`src/rtl/network_pkg.sv`:
```
// Shared types and default sizing for the conv-stage network sequencer.
package network_pkg;

   localparam int N_LAYERS_DEF = 3;
   localparam int CNT_W_DEF    = 32;
   localparam int TIMEOUT_DEF  = 4096;

   typedef enum logic [2:0] {
      IDLE     = 3'd0,
      SHIFT_IN = 3'd1,
      START    = 3'd2,
      RUN      = 3'd3,
      CACHE    = 3'd4,
      LATCH    = 3'd5
   } state_t;

endpackage

```
`src/rtl/rising_edge_detect.sv`:
```
// Rising-edge detector on a clk-synchronous strobe.
// Held-high input after reset does not count as an edge until it has been seen low.
module rising_edge_detect (
   input  logic clk,
   input  logic rst,
   input  logic sig,
   output logic rise
);

   logic prev;
   logic armed;

   // Previous-value register plus arming flag, set once sig is observed low.
   always_ff @(posedge clk or posedge rst) begin
      if (rst) begin
         prev  <= 1'b0;
         armed <= 1'b0;
      end else begin
         prev  <= sig;
         armed <= armed | ~sig;
      end
   end

   assign rise = sig & ~prev & armed;

endmodule

```
`src/rtl/network_sequencer.sv`:
```
// Sequences a pass through N_LAYERS conv stages per sample strobe edge,
// with overrun/latency statistics and a per-layer RUN timeout.
module network_sequencer
   import network_pkg::*;
#(
   parameter int N_LAYERS = N_LAYERS_DEF,
   parameter int CNT_W    = CNT_W_DEF,
   parameter int TIMEOUT  = TIMEOUT_DEF
) (
   input  logic                  clk,
   input  logic                  rst,
   input  logic                  sample_clk,
   output logic                  in_shift,
   output logic [N_LAYERS-1:0]   conv_rst,
   input  logic [N_LAYERS-1:0]   conv_out_v,
   output logic [N_LAYERS-2:0]   cache_clk,
   output logic                  out_latch,
   output logic                  busy,
   output logic [CNT_W-1:0]      overrun_count,
   output logic [CNT_W-1:0]      cycles_last,
   output logic                  timeout_err
);

   localparam int IDX_W = $clog2(N_LAYERS);
   localparam int TMO_W = $clog2(TIMEOUT + 1);
   localparam logic [IDX_W-1:0] LAST_IDX = IDX_W'(N_LAYERS - 1);
   localparam logic [TMO_W-1:0] TMO_LAST = TMO_W'(TIMEOUT - 1);

   state_t             state;
   logic [IDX_W-1:0]   idx;
   logic [TMO_W-1:0]   tmo_cnt;
   logic [CNT_W-1:0]   cyc_cnt;
   logic               rise;

   rising_edge_detect u_edge (
      .clk  (clk),
      .rst  (rst),
      .sig  (sample_clk),
      .rise (rise)
   );

   // Sequencer FSM; pulse outputs are registered alongside the state they belong to.
   always_ff @(posedge clk or posedge rst) begin
      if (rst) begin
         state         <= IDLE;
         idx           <= '0;
         tmo_cnt       <= '0;
         cyc_cnt       <= '0;
         in_shift      <= 1'b0;
         conv_rst      <= '0;
         cache_clk     <= '0;
         out_latch     <= 1'b0;
         busy          <= 1'b0;
         overrun_count <= '0;
         cycles_last   <= '0;
         timeout_err   <= 1'b0;
      end else begin
         in_shift  <= 1'b0;
         conv_rst  <= '0;
         cache_clk <= '0;
         out_latch <= 1'b0;

         if (rise && (state != IDLE) && (overrun_count != '1)) begin
            overrun_count <= overrun_count + CNT_W'(1);
         end
         if (state != IDLE) begin
            cyc_cnt <= cyc_cnt + CNT_W'(1);
         end

         case (state)
            IDLE: begin
               if (rise) begin
                  state    <= SHIFT_IN;
                  idx      <= '0;
                  cyc_cnt  <= '0;
                  in_shift <= 1'b1;
                  busy     <= 1'b1;
               end
            end
            SHIFT_IN: begin
               state    <= START;
               conv_rst <= N_LAYERS'(1) << idx;
            end
            START: begin
               state   <= RUN;
               tmo_cnt <= '0;
            end
            RUN: begin
               // tmo_cnt == 0 marks the blanking cycle: a stale valid is ignored there.
               if ((tmo_cnt != '0) && conv_out_v[idx]) begin
                  if (idx == LAST_IDX) begin
                     state     <= LATCH;
                     out_latch <= 1'b1;
                  end else begin
                     state     <= CACHE;
                     cache_clk <= (N_LAYERS - 1)'(1) << idx;
                  end
               end else if (tmo_cnt == TMO_LAST) begin
                  state       <= IDLE;
                  busy        <= 1'b0;
                  timeout_err <= 1'b1;
               end else begin
                  tmo_cnt <= tmo_cnt + TMO_W'(1);
               end
            end
            CACHE: begin
               state    <= START;
               idx      <= idx + IDX_W'(1);
               conv_rst <= N_LAYERS'(1) << (idx + IDX_W'(1));
            end
            LATCH: begin
               state       <= IDLE;
               busy        <= 1'b0;
               cycles_last <= cyc_cnt + CNT_W'(1);
            end
            default: begin
               state <= IDLE;
               busy  <= 1'b0;
            end
         endcase
      end
   end

endmodule

```
`config.mk`:
```
export PLATFORM = sky130hd
export DESIGN_NAME = network_sequencer
export DESIGN_NICKNAME = d
export VERILOG_FILES = /design/src/rtl/network_pkg.sv /design/src/rtl/rising_edge_detect.sv /design/src/rtl/network_sequencer.sv
export SDC_FILE = /design/constraint.sdc
export NUM_CORES = 1
export LEC_CHECK = 0
export BUFFER_PORTS_ARGS = -buffer_cell sky130_fd_sc_hd__buf_2
export CORE_MARGIN = 2
export CORE_UTILIZATION = 40
export CTS_CLUSTER_SIZE = 14
export DETAILED_ROUTE_END_ITERATION = 16
export PLACE_DENSITY = 0.58
export SLEW_MARGIN = 25
export SYNTH_ARGS = -nofsm -noshare
export SYNTH_HDL_FRONTEND = slang
export SYNTH_SLANG_ARGS = --single-unit
```
`constraint.sdc`:
```
create_clock -name clk -period 3.75 [get_ports clk]
set_clock_uncertainty 0.2 [all_clocks]
set_input_delay 0.375 -clock clk [delete_from_list [all_inputs] [get_ports clk]]
set_output_delay 0.375 -clock clk [all_outputs]
set_load 0.02 [all_outputs]
```
==> reports/qor.json, run 1 <==
{
  "yosys": {
    "async_reset_ff_share_pct": 100,
    "synth_cell_types": 51,
    "yosys.area_share.adder_pct": 1.60,
    "synth_seq_area_share_pct": 50.0,
    "synth_nets": 666,
    "combinational_family_with_the_most_area_after_synthesis": "simple AND/OR/NAND/NOR gates",
    "synth_cells": 652,
    "syn_area_per_cell_um2": 9.60,
    "xor_xnor_share_of_the_synthesized_area_pct": 8.26,
    "synth.yosys.warnings": 0,
    "dominantRegCellSynth": "sky130_fd_sc_hd__dfrtp_1",
    "synth-simple-area-share_pct": 22.4,
    "compound_cell_area_share_of_the_yosys_netlist_pct": 13.0,
    "post_synth_mux_area_share_pct": 1.48,
    "synth_seq_cells": 125,
    "synth_enable_flop_cells": 0,
    "synthesis.area_um2": 6260
  },
  "placement": {
    "instance_area_at_placement_um2": 6860,
    "gp_routability_congestion": 0.923,
    "numPortBuffers": 78,
    "dp_cells": 915,
    "place_hpwl_um": 9540,
    "pre_cts_ws_ps": 1190
  },
  "setup_path": {
    "ff2ff_path_depth": 5,
    "critical_path.startpoint_type": "flop",
    "regToRegSetupSlack_ps": 1140,
    "timing.critical_path.max_delay_family": "simple AND/OR/NAND/NOR gates",
    "critical_path.cell_chain": "or3_1 > nand2_1 > nor3_1 > and3_1 > a2bb2oi_1",
    "setup_crit_path_kind": "flop to flop",
    "slowest_stage": "sky130_fd_sc_hd__dfrtp_1",
    "crit_path_end_kind": "flop",
    "stages_on_the_worst_setup_path": 5,
    "worst_ep_required_time_ps": 3900,
    "critPathMaxStageDelay_ps": 730,
    "timing.critical_path.buf_inv": 0,
    "critical_path.max_fanout": 20,
    "critical_path_arrival_ps": 2760
  },
  "floorplanning": {
    "start_util_pct": 41.0,
    "chipWidth_um": 129,
    "die-area_um2": 16700,
    "design.portCount": 79,
    "num_rows": 45,
    "dieHeight_um": 129,
    "design.core.area_um2": 15300
  },
  "drt": {
    "per_cell_via_count_in_the_routed_design": 5.33,
    "routedWlPerCell_um": 15.2,
    "detailroute.via_count": 5061,
    "wirelength_um": 14400,
    "detail_route.drc_violations": 0,
    "initialDrtViolationCount": 309,
    "drtPass1Iterations": 5,
    "detail-route-antenna-nets": 0
  },
  "cells_and_area": {
    "area_delta_synth_final_pct": 20.2,
    "n_diodes": 0,
    "layoutNonFillerInstCount": 950,
    "post_route_cells_drive_above_1_share_pct": 18.9,
    "final_standard_cell_area_without_fillers_um2": 7520,
    "nFillCells": 1417,
    "most-common-layout-cells": "125 x sky130_fd_sc_hd__dfrtp_1, 78 x sky130_fd_sc_hd__buf_2, 77 x sky130_fd_sc_hd__nand2_1, 71 x sky130_fd_sc_hd__o21ai_0, 35 x sky130_fd_sc_hd__nor2_1",
    "most_common_library_cell_in_the_layout_ignoring_fill_and_taps": "sky130_fd_sc_hd__dfrtp_1",
    "num-nets-final": 740
  },
  "grt": {
    "first_pass_grt_wire_length_um": 24400,
    "globalRouteOverflowTotal": 0,
    "maximum_number_of_pins_on_one_net_before_global_route_repair": 64,
    "grt_use_total_pct": 18.4,
    "antenna_found_initial": 0,
    "via_count_of_the_first_global_routing_pass": 4890
  },
  "cts": {
    "cts.reportedPaths.clkPinSlew_ps": 60,
    "cts_root_buffer": "sky130_fd_sc_hd__clkbuf_16",
    "htree_levels": 4,
    "total_cts_buffers": 17,
    "postCtsSetupRepairBufs": 0,
    "tritoncts": "built",
    "clock-sinks": 125,
    "skew_pair_late_insertion_delay_ps": 420,
    "cts_repair_resize_count": 0,
    "cts-root-to-sink-buffers": 2
  },
  "worst_hold_path": {
    "worstHoldPathType": "flop to flop",
    "worst_hold_path.num_cells": 2
  },
  "pwr": {
    "power_density_nw_per_um2": 440,
    "power.static_leakage_nw": 3.36,
    "max-vdd-ir-drop_v": 0.000307
  },
  "run": {
    "max-cap-violations": 0
  },
  "sta": {
    "layout_worst_path_cycle_share_pct": 69.6,
    "worst_pin_slew_ps": 787,
    "max-slew-margin-rel_pct": 47.5,
    "max_freq_ghz": 0.383,
    "finalWorstPathRequiredPeriod_ps": 2610,
    "rsz_0062_raised_after_global_routing": "false",
    "timing_hold_violations_final": 0,
    "fin_ws_ps": 1140,
    "final.hold.worst_slack_ps": 272,
    "slew_violations": 0,
    "setup_viol_count_final": 0,
    "final.setup.tns_ps": 0
  },
  "run_status": {
    "status": "finished, final reports clean"
  }
}
## power by group
group / internal, W / switching (W)
sequential: 0.00138 / 0.0000480
combinational: 0.0000645 / 0.000112
clock: 0.00111 / 0.000597
## metrics by stage
| step | utilization, % | total power (W) |
|---|---|---|
| 3_3_place_gp | 45.0 | 0.00162 |
| 3_5_place_dp | 45.0 | 0.00163 |
| 5_1_grt | 49.3 | 0.00344 |
| 6_report | 49.3 | 0.00331 |
| 2_1_floorplan | - | 0.00156 |
| 4_1_cts | 49.1 | 0.00334 |
## cell families after synthesis
family          Yosys count
flops                   125
mux                       9
simple gates            261
compound gates          140
fa+ha+maj                 8
buf+inv                  50
xor+xnor                 59
## synth_stat cells, drive strengths merged (17+ instances only)
cell type | number | area, um2
inv | 17 | 63.8
nor2 | 36 | 135
o21ai | 72 | 360
clkbuf | 27 | 103
nor3 | 19 | 110
nand3 | 30 | 150
nand4 | 30 | 194
dfrtp | 125 | 3130
a21oi | 22 | 110
o31ai | 19 | 143
xnor2 | 32 | 280
nand2 | 78 | 293
xor2 | 27 | 236
## tightest hold or removal path: stages, from the launching register on
cell                      delay (ps)
sky130_fd_sc_hd__dfrtp_1         340
sky130_fd_sc_hd__nand2_1          40
sky130_fd_sc_hd__o21ai_0          60
## path summary, 6_finish.rpt
check / end / from
setup / recovery: overrun_count[18] / state[0]
hold / removal: cycles_last[3] / cycles_last[3]
setup reg to reg: overrun_count[18] / state[0]
hold reg to reg: cycles_last[3] / cycles_last[3]
max in group asynchronous: cycles_last[25] / rst
min in group asynchronous: cycles_last[0] / rst
## area by class of cell
cell class,instances,area (um2),share of cell area [%]
sequential,125,3130,41.6
multi-input combinational,477,2940,39.0
timing repair buffer,88,508,6.75
clock buffer,21,480,6.39
tap,211,264,3.51
clock inverter,11,139,1.85
inverter,17,67.6,0.898
## registers in the layout, indices dropped and copies added (netlist names)
signal,flops
u_edge.armed,1
cycles_last,32
state,3
cache_clk,2
in_shift,1
out_latch,1
overrun_count,32
timeout_err,1
busy,1
idx,2
cyc_cnt,32
tmo_cnt,13
conv_rst,3
u_edge.prev,1
## repair_timing
action / in CTS / in global routing
hold endpoints to repair: 2 / 9
endpoints found under the setup margin: 0 / 0
hold buffers: 1 / 1
## per-layer routing
layer / up-vias / track usage (%) / wire length, um
li1: 2478 / - / -
met1: 2456 / 26.2 / 7260
met2: 108 / 27.3 / 6400
met3: 19 / 5.00 / 608
met4: 0 / 6.46 / 183
met5: - / 0 / 0
No activity file was read; power rests on OpenSTA's default activity.
==> run 2: changes to the inputs <==
==> constraint.sdc (replaced) <==
create_clock -name clk -period 2.35 [get_ports clk]
set_clock_uncertainty 0.2 [all_clocks]
set_input_delay 0.235 -clock clk [delete_from_list [all_inputs] [get_ports clk]]
set_output_delay 0.235 -clock clk [all_outputs]
set_load 0.02 [all_outputs]
==> reports/qor.json, run 2 (same netlist as run 1, synthesis figures left out) <==
{
  "run_status": {
    "status": {"value": "finished, final reports clean", "change": "unchanged"}
  },
  "setup_path": {
    "timing.critical_path.buf_inv": {"value": 0, "change": "unchanged"},
    "critical_path.startpoint_type": {"value": "flop", "change": "unchanged"},
    "critical_path_arrival": {"value": 2400, "unit": "ps", "change": "was 2760 ps"},
    "critical_path.reg2reg.endpoint": {"value": "tmo_cnt[7]", "change": "was overrun_count[18]"},
    "worstReg2RegStart": {"value": "tmo_cnt[7]", "change": "was state[0]"},
    "slowest_stage": {"value": "sky130_fd_sc_hd__or4_4", "change": "was sky130_fd_sc_hd__dfrtp_1"},
    "critical_path.cell_chain": {"value": "nand4_2 > or4_4 > or3b_4 > and4_4 > mux2i_1", "change": "was or3_1 > nand2_1 > nor3_1 > and3_1 > a2bb2oi_1"},
    "critPathMaxStageDelay": {"value": 620, "unit": "ps", "change": "was 730 ps"},
    "setup_crit_path_kind": {"value": "flop to flop", "change": "unchanged"},
    "critical_path.max_fanout": {"value": 5, "change": "was 20"},
    "ff2ff_path_depth": {"value": 5, "change": "unchanged"},
    "crit_path_end_kind": {"value": "flop", "change": "unchanged"},
    "worst_ep_required_time": {"value": 2460, "unit": "ps", "change": "was 3900 ps"},
    "regToRegSetupSlack": {"value": 60, "unit": "ps", "change": "was 1140 ps"},
    "timing.critical_path.max_delay_family": {"value": "simple AND/OR/NAND/NOR gates", "change": "unchanged"}
  },
  "sta": {
    "max-slew-margin-rel": {"value": 54.6, "unit": "%", "change": "was 47.5%"},
    "max_freq": {"value": 0.436, "unit": "GHz", "change": "was 0.383 GHz"},
    "final.setup.tns": {"value": 0, "unit": "ps", "change": "unchanged"},
    "rsz_0062_raised_after_global_routing": {"value": "false", "change": "unchanged"},
    "layout_worst_path_cycle_share": {"value": 97.6, "unit": "%", "change": "was 69.6%"},
    "setup_viol_count_final": {"value": 0, "change": "unchanged"},
    "worst_pin_slew": {"value": 681, "unit": "ps", "change": "was 787 ps"},
    "finalWorstPathRequiredPeriod": {"value": 2290, "unit": "ps", "change": "was 2610 ps"},
    "slew_violations": {"value": 0, "change": "unchanged"},
    "timing_hold_violations_final": {"value": 0, "change": "unchanged"}
  },
  "grt": {
    "first_pass_grt_wire_length": {"value": 25200, "unit": "um", "change": "was 24400 um"},
    "antenna_found_initial": {"value": 0, "change": "unchanged"},
    "via_count_of_the_first_global_routing_pass": {"value": 5049, "change": "was 4890"},
    "grt_use_total": {"value": 19.1, "unit": "%", "change": "was 18.4%"},
    "maximum_number_of_pins_on_one_net_before_global_route_repair": {"value": 126, "change": "was 64"},
    "top_usage_layer": {"value": "met2", "change": "unchanged"},
    "globalRouteOverflowTotal": {"value": 0, "change": "unchanged"},
    "met2_track_utilization_from_global_routing": {"value": 28.4, "unit": "%", "change": "was 27.3%"},
    "grtUsageMet3": {"value": 4.25, "unit": "%", "change": "was 5.00%"},
    "globalRouteMet1Util": {"value": 27.3, "unit": "%", "change": "was 26.2%"}
  },
  "floorplanning": {
    "design.core.area": {"value": 15300, "unit": "um2", "change": "unchanged"},
    "start_util": {"value": 41.0, "unit": "%", "change": "unchanged"},
    "chipWidth": {"value": 129, "unit": "um", "change": "unchanged"},
    "dieHeight": {"value": 129, "unit": "um", "change": "unchanged"},
    "design.portCount": {"value": 79, "change": "unchanged"},
    "num_rows": {"value": 45, "change": "unchanged"},
    "die-area": {"value": 16700, "unit": "um2", "change": "unchanged"}
  },
  "cts": {
    "total_cts_buffers": {"value": 17, "change": "unchanged"},
    "cts-root-to-sink-buffers": {"value": 2, "change": "unchanged"},
    "clock-sinks": {"value": 125, "change": "unchanged"},
    "htree_levels": {"value": 4, "change": "unchanged"},
    "cts_root_buffer": {"value": "sky130_fd_sc_hd__clkbuf_16", "change": "unchanged"},
    "tritoncts": {"value": "built", "change": "unchanged"},
    "cts.reportedPaths.clkPinSlew": {"value": 60, "unit": "ps", "change": "about the same"},
    "skew_pair_late_insertion_delay": {"value": 420, "unit": "ps", "change": "about the same"}
  },
  "cells_and_area": {
    "largest_registers": {"value": "cyc_cnt (32), cycles_last (32), overrun_count (32)", "change": "unchanged"},
    "post_route_cells_drive_above_1_share": {"value": 24.1, "unit": "%", "change": "was 18.9%"},
    "num-nets-final": {"value": 778, "change": "was 740"},
    "most-common-layout-cells": {"value": "124 x sky130_fd_sc_hd__dfrtp_1, 78 x sky130_fd_sc_hd__buf_2, 77 x sky130_fd_sc_hd__nand2_1, 71 x sky130_fd_sc_hd__o21ai_0, 43 x sky130_fd_sc_hd__buf_4", "change": "was 125 x sky130_fd_sc_hd__dfrtp_1, 78 x sky130_fd_sc_hd__buf_2, 77 x sky130_fd_sc_hd__nand2_1, 71 x sky130_fd_sc_hd__o21ai_0, 35 x sky130_fd_sc_hd__nor2_1"},
    "final_core_util": {"value": 51.6, "unit": "%", "change": "was 49.3%"},
    "n_diodes": {"value": 0, "change": "unchanged"},
    "area_delta_synth_final": {"value": 25.7, "unit": "%", "change": "was 20.2%"},
    "nFillCells": {"value": 1425, "change": "was 1417"},
    "most_common_library_cell_in_the_layout_ignoring_fill_and_taps": {"value": "sky130_fd_sc_hd__dfrtp_1", "change": "unchanged"}
  },
  "drt": {
    "detail-route-antenna-nets": {"value": 0, "change": "unchanged"},
    "routedWlPerCell": {"value": 15.2, "unit": "um", "change": "about the same"},
    "detailroute.via_count": {"value": 5165, "change": "was 5061"},
    "initialDrtViolationCount": {"value": 338, "change": "was 309"},
    "wirelength": {"value": 15000, "unit": "um", "change": "was 14400 um"},
    "detail_route.drc_violations": {"value": 0, "change": "unchanged"},
    "drtPass1Iterations": {"value": 6, "change": "was 5"},
    "per_cell_via_count_in_the_routed_design": {"value": 5.23, "change": "was 5.33"}
  },
  "placement": {
    "gp_routability_congestion": {"value": 0.828, "change": "was 0.923"},
    "place_hpwl": {"value": 10000, "unit": "um", "change": "was 9540 um"},
    "numPortBuffers": {"value": 78, "change": "unchanged"}
  },
  "worst_hold_path": {
    "worstHoldPathType": {"value": "primary input to flop", "change": "was flop to flop"},
    "worst_hold_path.num_cells": {"value": 5, "change": "was 2"},
    "hold_path_end": {"value": "timeout_err", "change": "was cycles_last[3]"},
    "hp-start": {"value": "conv_out_v[1]", "change": "was cycles_last[3]"}
  },
  "pwr": {
    "power_density": {"value": 687, "unit": "nW/um2", "change": "was 440 nW/um2"},
    "max-vdd-ir-drop": {"value": 0.000455, "unit": "V", "change": "was 0.000307 V"},
    "power.static_leakage": {"value": 3.56, "unit": "nW", "change": "was 3.36 nW"}
  },
  "run": {
    "max-cap-violations": {"value": 0, "change": "unchanged"}
  }
}
-- run 2: cell types whose count changed in the layout (fill, tap and decap cells not counted), moves of 3 or more --
| cell | change |
|---|---|
| sky130_fd_sc_hd__clkbuf_8 | -3 |
| sky130_fd_sc_hd__buf_4 | +38 |
| sky130_fd_sc_hd__clkinv_2 | -3 |
| sky130_fd_sc_hd__clkinvlp_4 | +3 |
-- run 2: worst max path at each step --
stage                       from                end  slack [ps]  cells past startpoint
2_1_floorplan  overrun_count[19]  overrun_count[17]          20                      6
3_3_place_gp    overrun_count[2]  overrun_count[17]         130                      5
3_5_place_dp   overrun_count[21]  overrun_count[30]          80                      6
4_1_cts               tmo_cnt[0]         tmo_cnt[0]          70                      9
5_1_grt               tmo_cnt[6]         tmo_cnt[7]         0.7                      5
6_report              tmo_cnt[7]         tmo_cnt[7]          60                      5
-- run 2: metrics by stage --
stage	cell area [um2]	hold WS (ps)	setup WS, ps	std cells	power, W
after floorplan	6260	66.4	22.3	652	0.00249
after global placement	7120	213	132	948	0.00263
after detailed placement	7120	218	78.4	948	0.00264
after CTS	7770	193	65.2	982	0.00547
after global routing	7870	224	0.659	988	0.00561
final	7870	195	55.8	988	0.00540
-- run 2: metal layers --
layer  vias up  routed length, um
met1      2506               7440
met3        22                506
met5         -                  0
met4         0                263
li1       2551                  -
met2        86               6780
-- run 2: final cells by class --
cell class / instances / area [um2] / share of cell area [%]
flip-flops and latches: 125 / 3130 / 39.8
multi-input cells: 477 / 2980 / 37.9
repair buffers: 126 / 793 / 10.1
clock buffers: 18 / 439 / 5.58
well taps: 211 / 264 / 3.36
clock inverters: 14 / 194 / 2.47
inverters: 17 / 67.6 / 0.859
-- run 2: where the power goes --
| group | internal [W] | switching (W) | total, W |
|---|---|---|---|
| registers | 0.00220 | 0.0000519 | 0.00226 |
| clock network | 0.00180 | 0.00101 | 0.00281 |
| logic | 0.000130 | 0.000212 | 0.000342 |
| total | 0.00413 | 0.00127 | 0.00540 |
-- run 2: worst register-to-register path, cell delays in order, from the launching register on --
cell and delay [ps]:
sky130_fd_sc_hd__dfrtp_1 440, sky130_fd_sc_hd__nand4_2 190, sky130_fd_sc_hd__or4_4 620, sky130_fd_sc_hd__or3b_4 430
sky130_fd_sc_hd__and4_4 200, sky130_fd_sc_hd__mux2i_1 110
-- run 2: timing repair --
item,4_1_cts,5_1_grt
gates resized for setup,0,11
setup buffers,0,6
setup endpoints to repair,0,25
hold buffers,2,0
endpoints found under the hold margin,127,0
==> run 3: changes to the inputs <==
--- a/config.mk
+++ b/config.mk
@@ -14,4 +14,5 @@
 export SLEW_MARGIN = 25
 export SYNTH_ARGS = -nofsm -noshare
 export SYNTH_HDL_FRONTEND = slang
+export SYNTH_HIERARCHICAL = 1
 export SYNTH_SLANG_ARGS = --single-unit
==> reports/qor.json, run 3 <==
{
  "floorplanning": {
    "start_util": {"value": 41.3, "unit": "%", "change": "was 41.0%"},
    "die-area": {"value": 16800, "unit": "um2", "change": "was 16700 um2"},
    "num_rows": {"value": 45, "change": "unchanged"},
    "dieHeight": {"value": 130, "unit": "um", "change": "was 129 um"},
    "design.core.area": {"value": 15300, "unit": "um2", "change": "about the same"},
    "chipWidth": {"value": 130, "unit": "um", "change": "was 129 um"},
    "design.portCount": {"value": 79, "change": "unchanged"}
  },
  "placement": {
    "dp_cells": {"value": 977, "change": "was 948"},
    "gp_routability_congestion": {"value": 0.886, "change": "was 0.828"},
    "numPortBuffers": {"value": 78, "change": "unchanged"},
    "place_hpwl": {"value": 11000, "unit": "um", "change": "was 10000 um"}
  },
  "setup_path": {
    "worst_ep_required_time": {"value": 2440, "unit": "ps", "change": "was 2460 ps"},
    "critical_path.startpoint_type": {"value": "flop", "change": "unchanged"},
    "regToRegSetupSlack": {"value": 100, "unit": "ps", "change": "was 60 ps"},
    "critical_path.max_fanout": {"value": 9, "change": "was 5"},
    "setup_crit_path_kind": {"value": "flop to flop", "change": "unchanged"},
    "critical_path_arrival": {"value": 2330, "unit": "ps", "change": "was 2400 ps"},
    "crit_path_end_kind": {"value": "flop", "change": "unchanged"}
  },
  "yosys": {
    "netlist.area_leader.share": {"value": 49.4, "unit": "%", "change": "was 50.0%"},
    "synth.yosys.warnings": {"value": 6, "change": "was 0"},
    "yosys.cell_count.top_type": {"value": "sky130_fd_sc_hd__dfrtp_1", "change": "unchanged"},
    "synth_seq_area_share": {"value": 49.4, "unit": "%", "change": "was 50.0%"},
    "async_reset_ff_share": {"value": 100, "unit": "%", "change": "unchanged"},
    "netlist_top_cells_count": {"value": "125 x sky130_fd_sc_hd__dfrtp_1, 92 x sky130_fd_sc_hd__nand2_1, 71 x sky130_fd_sc_hd__o21ai_0", "change": "was 125 x sky130_fd_sc_hd__dfrtp_1, 78 x sky130_fd_sc_hd__nand2_1, 71 x sky130_fd_sc_hd__o21ai_0"},
    "synth_cells": {"value": 665, "change": "was 652"},
    "ys_top_cells_by_area": {"value": "sky130_fd_sc_hd__dfrtp_1 49%, sky130_fd_sc_hd__xnor2_1 6.2%, sky130_fd_sc_hd__o21ai_0 5.6%", "change": "was sky130_fd_sc_hd__dfrtp_1 50%, sky130_fd_sc_hd__o21ai_0 5.7%, sky130_fd_sc_hd__nand2_1 4.7%"},
    "synth_seq_cells": {"value": 125, "change": "unchanged"},
    "synth_nets": {"value": 679, "change": "was 666"},
    "synth_enable_flop_cells": {"value": 0, "change": "unchanged"},
    "post-synth-top-area-cell": {"value": "sky130_fd_sc_hd__dfrtp_1", "change": "unchanged"},
    "synth_cell_types": {"value": 53, "change": "was 51"},
    "syn_area_per_cell": {"value": 9.51, "unit": "um2", "change": "was 9.60 um2"},
    "synthesis.area": {"value": 6330, "unit": "um2", "change": "was 6260 um2"},
    "dominantRegCellSynth": {"value": "sky130_fd_sc_hd__dfrtp_1", "change": "unchanged"}
  },
  "sta": {
    "max_freq": {"value": 0.445, "unit": "GHz", "change": "was 0.436 GHz"},
    "setup_viol_count_final": {"value": 0, "change": "unchanged"},
    "worst_pin_slew": {"value": 571, "unit": "ps", "change": "was 681 ps"},
    "max-slew-margin-rel": {"value": 61.6, "unit": "%", "change": "was 54.6%"},
    "timing_hold_violations_final": {"value": 0, "change": "unchanged"},
    "slew_violations": {"value": 0, "change": "unchanged"},
    "finalWorstPathRequiredPeriod": {"value": 2250, "unit": "ps", "change": "was 2290 ps"},
    "rsz_0062_raised_after_global_routing": {"value": "false", "change": "unchanged"},
    "layout_worst_path_cycle_share": {"value": 95.6, "unit": "%", "change": "was 97.6%"}
  },
  "pwr": {
    "post-layout-total-power": {"value": 0.00516, "unit": "W", "change": "was 0.00540 W"},
    "power.clock.fraction": {"value": 50.2, "unit": "%", "change": "was 51.9%"},
    "netsw": {"value": 0.00116, "unit": "W", "change": "was 0.00127 W"},
    "sequentialPowerShare": {"value": 44.0, "unit": "%", "change": "was 41.8%"},
    "power_density": {"value": 642, "unit": "nW/um2", "change": "was 687 nW/um2"},
    "power.internal": {"value": 0.00400, "unit": "W", "change": "was 0.00413 W"},
    "max-vdd-ir-drop": {"value": 0.000509, "unit": "V", "change": "was 0.000455 V"},
    "power.static_leakage": {"value": 3.78, "unit": "nW", "change": "was 3.56 nW"},
    "switching_part_of_the_total": {"value": 22.5, "unit": "%", "change": "was 23.5%"},
    "combPwrFrac": {"value": 5.8, "unit": "%", "change": "was 6.3%"}
  },
  "drt": {
    "detailroute.via_count": {"value": 5470, "change": "was 5165"},
    "routedWlPerCell": {"value": 15.3, "unit": "um", "change": "was 15.2 um"},
    "drtPass1Iterations": {"value": 5, "change": "was 6"},
    "detail-route-antenna-nets": {"value": 0, "change": "unchanged"},
    "detail_route.drc_violations": {"value": 0, "change": "unchanged"},
    "wirelength": {"value": 15500, "unit": "um", "change": "was 15000 um"},
    "initialDrtViolationCount": {"value": 304, "change": "was 338"},
    "per_cell_via_count_in_the_routed_design": {"value": 5.41, "change": "was 5.23"}
  },
  "cts": {
    "tritoncts": {"value": "built", "change": "unchanged"},
    "cts-root-to-sink-buffers": {"value": 2, "change": "unchanged"},
    "htree_levels": {"value": 4, "change": "unchanged"},
    "cts_root_buffer": {"value": "sky130_fd_sc_hd__clkbuf_16", "change": "unchanged"},
    "total_cts_buffers": {"value": 17, "change": "unchanged"},
    "skew_pair_late_insertion_delay": {"value": 420, "unit": "ps", "change": "about the same"},
    "cts.reportedPaths.clkPinSlew": {"value": 60, "unit": "ps", "change": "about the same"},
    "clock-sinks": {"value": 125, "change": "unchanged"}
  },
  "run": {
    "max-cap-violations": {"value": 0, "change": "unchanged"}
  },
  "cells_and_area": {
    "area_delta_synth_final": {"value": 27.0, "unit": "%", "change": "was 25.7%"},
    "n_diodes": {"value": 0, "change": "unchanged"},
    "num-nets-final": {"value": 803, "change": "was 778"},
    "most_common_library_cell_in_the_layout_ignoring_fill_and_taps": {"value": "sky130_fd_sc_hd__dfrtp_1", "change": "unchanged"},
    "largest_registers": {"value": "cyc_cnt (32), cycles_last (32), overrun_count (32)", "change": "unchanged"},
    "layoutNonFillerInstCount": {"value": 1012, "change": "was 988"},
    "post_route_cells_drive_above_1_share": {"value": 24.0, "unit": "%", "change": "was 24.1%"},
    "most-common-layout-cells": {"value": "125 x sky130_fd_sc_hd__dfrtp_1, 92 x sky130_fd_sc_hd__nand2_1, 78 x sky130_fd_sc_hd__buf_2, 70 x sky130_fd_sc_hd__o21ai_0, 56 x sky130_fd_sc_hd__buf_4", "change": "was 124 x sky130_fd_sc_hd__dfrtp_1, 78 x sky130_fd_sc_hd__buf_2, 77 x sky130_fd_sc_hd__nand2_1, 71 x sky130_fd_sc_hd__o21ai_0, 43 x sky130_fd_sc_hd__buf_4"},
    "nFillCells": {"value": 1449, "change": "was 1425"},
    "final_core_util": {"value": 52.5, "unit": "%", "change": "was 51.6%"}
  },
  "run_status": {
    "status": {"value": "finished, final reports clean", "change": "unchanged"}
  },
  "worst_hold_path": {
    "worstHoldPathType": {"value": "primary input to asynchronous set/reset pin", "change": "was primary input to flop"}
  },
  "grt": {
    "via_count_of_the_first_global_routing_pass": {"value": 5417, "change": "was 5049"},
    "maximum_number_of_pins_on_one_net_before_global_route_repair": {"value": 64, "change": "was 126"},
    "globalRouteOverflowTotal": {"value": 0, "change": "unchanged"},
    "grt_use_total": {"value": 19.6, "unit": "%", "change": "was 19.1%"},
    "first_pass_grt_wire_length": {"value": 26300, "unit": "um", "change": "was 25200 um"},
    "antenna_found_initial": {"value": 0, "change": "unchanged"}
  }
}
-- run 3: metrics by stage --
stage / area [um2] / hold WS (ps) / setup TNS [ps] / setup WS (ps)
finish: 8040 / 39.0 / 0 / 103
global route: 8040 / 33.3 / 0 / 21.4
CTS: 7940 / 14.0 / 0 / 18.3
detailed placement: 7330 / -78.5 / -1160 / -215
global placement: 7330 / -83.5 / -347 / -90.2
floorplan: 6340 / -224 / 0 / 36.5
-- run 3: final cells by class --
class	instances	area (um2)	area share, %
clock inverter	7	85.1	1.06
inverter	12	48.8	0.607
sequential	125	3130	38.9
multi-input combinational	492	3070	38.2
clock buffer	24	502	6.24
timing repair buffer	141	936	11.6
tap	211	264	3.28
-- run 3: what timing repair did --
action                                 CTS  global route
hold buffers                             2             0
buffers inserted                         0             1
setup endpoints to repair                9            34
pin swaps                                0             2
cloned                                   0             1
resized for setup                        1            13
endpoints found under the hold margin   55             0
-- run 3: worst paths after layout --
| check | startpoint | endpoint | cells past startpoint |
|---|---|---|---|
| setup / recovery | cyc_cnt[11] | cyc_cnt[18] | 6 |
| hold / removal | rst | u_edge/prev | 3 |
| hold reg to reg | timeout_err | timeout_err | 1 |
| setup reg to reg | cyc_cnt[11] | cyc_cnt[18] | 6 |
| min in group clk | timeout_err | timeout_err | 1 |
| max in group asynchronous | rst | overrun_count[25] | 4 |
-- run 3: layer usage --
layer  track usage (%)  wire [um]
met3              4.26        636
met1              24.8       6830
met5                 0          0
met4              7.97        263
met2              32.8       7730
-- run 3: kinds of logic (layout without fill, tap and decap cells) --
| family | Yosys count | in the layout | share of synthesized area, % |
|---|---|---|---|
| buffers and inverters | 48 | 184 | 3.05 |
| AOI/OAI and AO/OA | 130 | 130 | 12.1 |
| adders and majority gates | 8 | 8 | 1.58 |
| DFF | 125 | 125 | 49.4 |
| xor gates and xnor gates | 61 | 61 | 8.44 |
| and+or+nand+nor | 284 | 284 | 23.8 |
| muxes | 9 | 9 | 1.50 |
-- run 3: power by group through the flow --
stage / Clock, W / Sequential (W) / Combinational [W]
after floorplan: 0 / 0.00236 / 0.000109
after global placement: 0 / 0.00230 / 0.000289
after detailed placement: 0 / 0.00231 / 0.000300
after CTS: 0.00266 / 0.00227 / 0.000304
after global routing: 0.00275 / 0.00228 / 0.000330
final: 0.00259 / 0.00227 / 0.000298
-- run 3: critical path, stage by stage (launching register included) --
cell and delay (ps):
sky130_fd_sc_hd__dfrtp_1 350, sky130_fd_sc_hd__nand4_1 130, sky130_fd_sc_hd__or4_4 560, sky130_fd_sc_hd__buf_12 170
sky130_fd_sc_hd__or4_1 520, sky130_fd_sc_hd__nand3_1 90, sky130_fd_sc_hd__o21ai_0 90
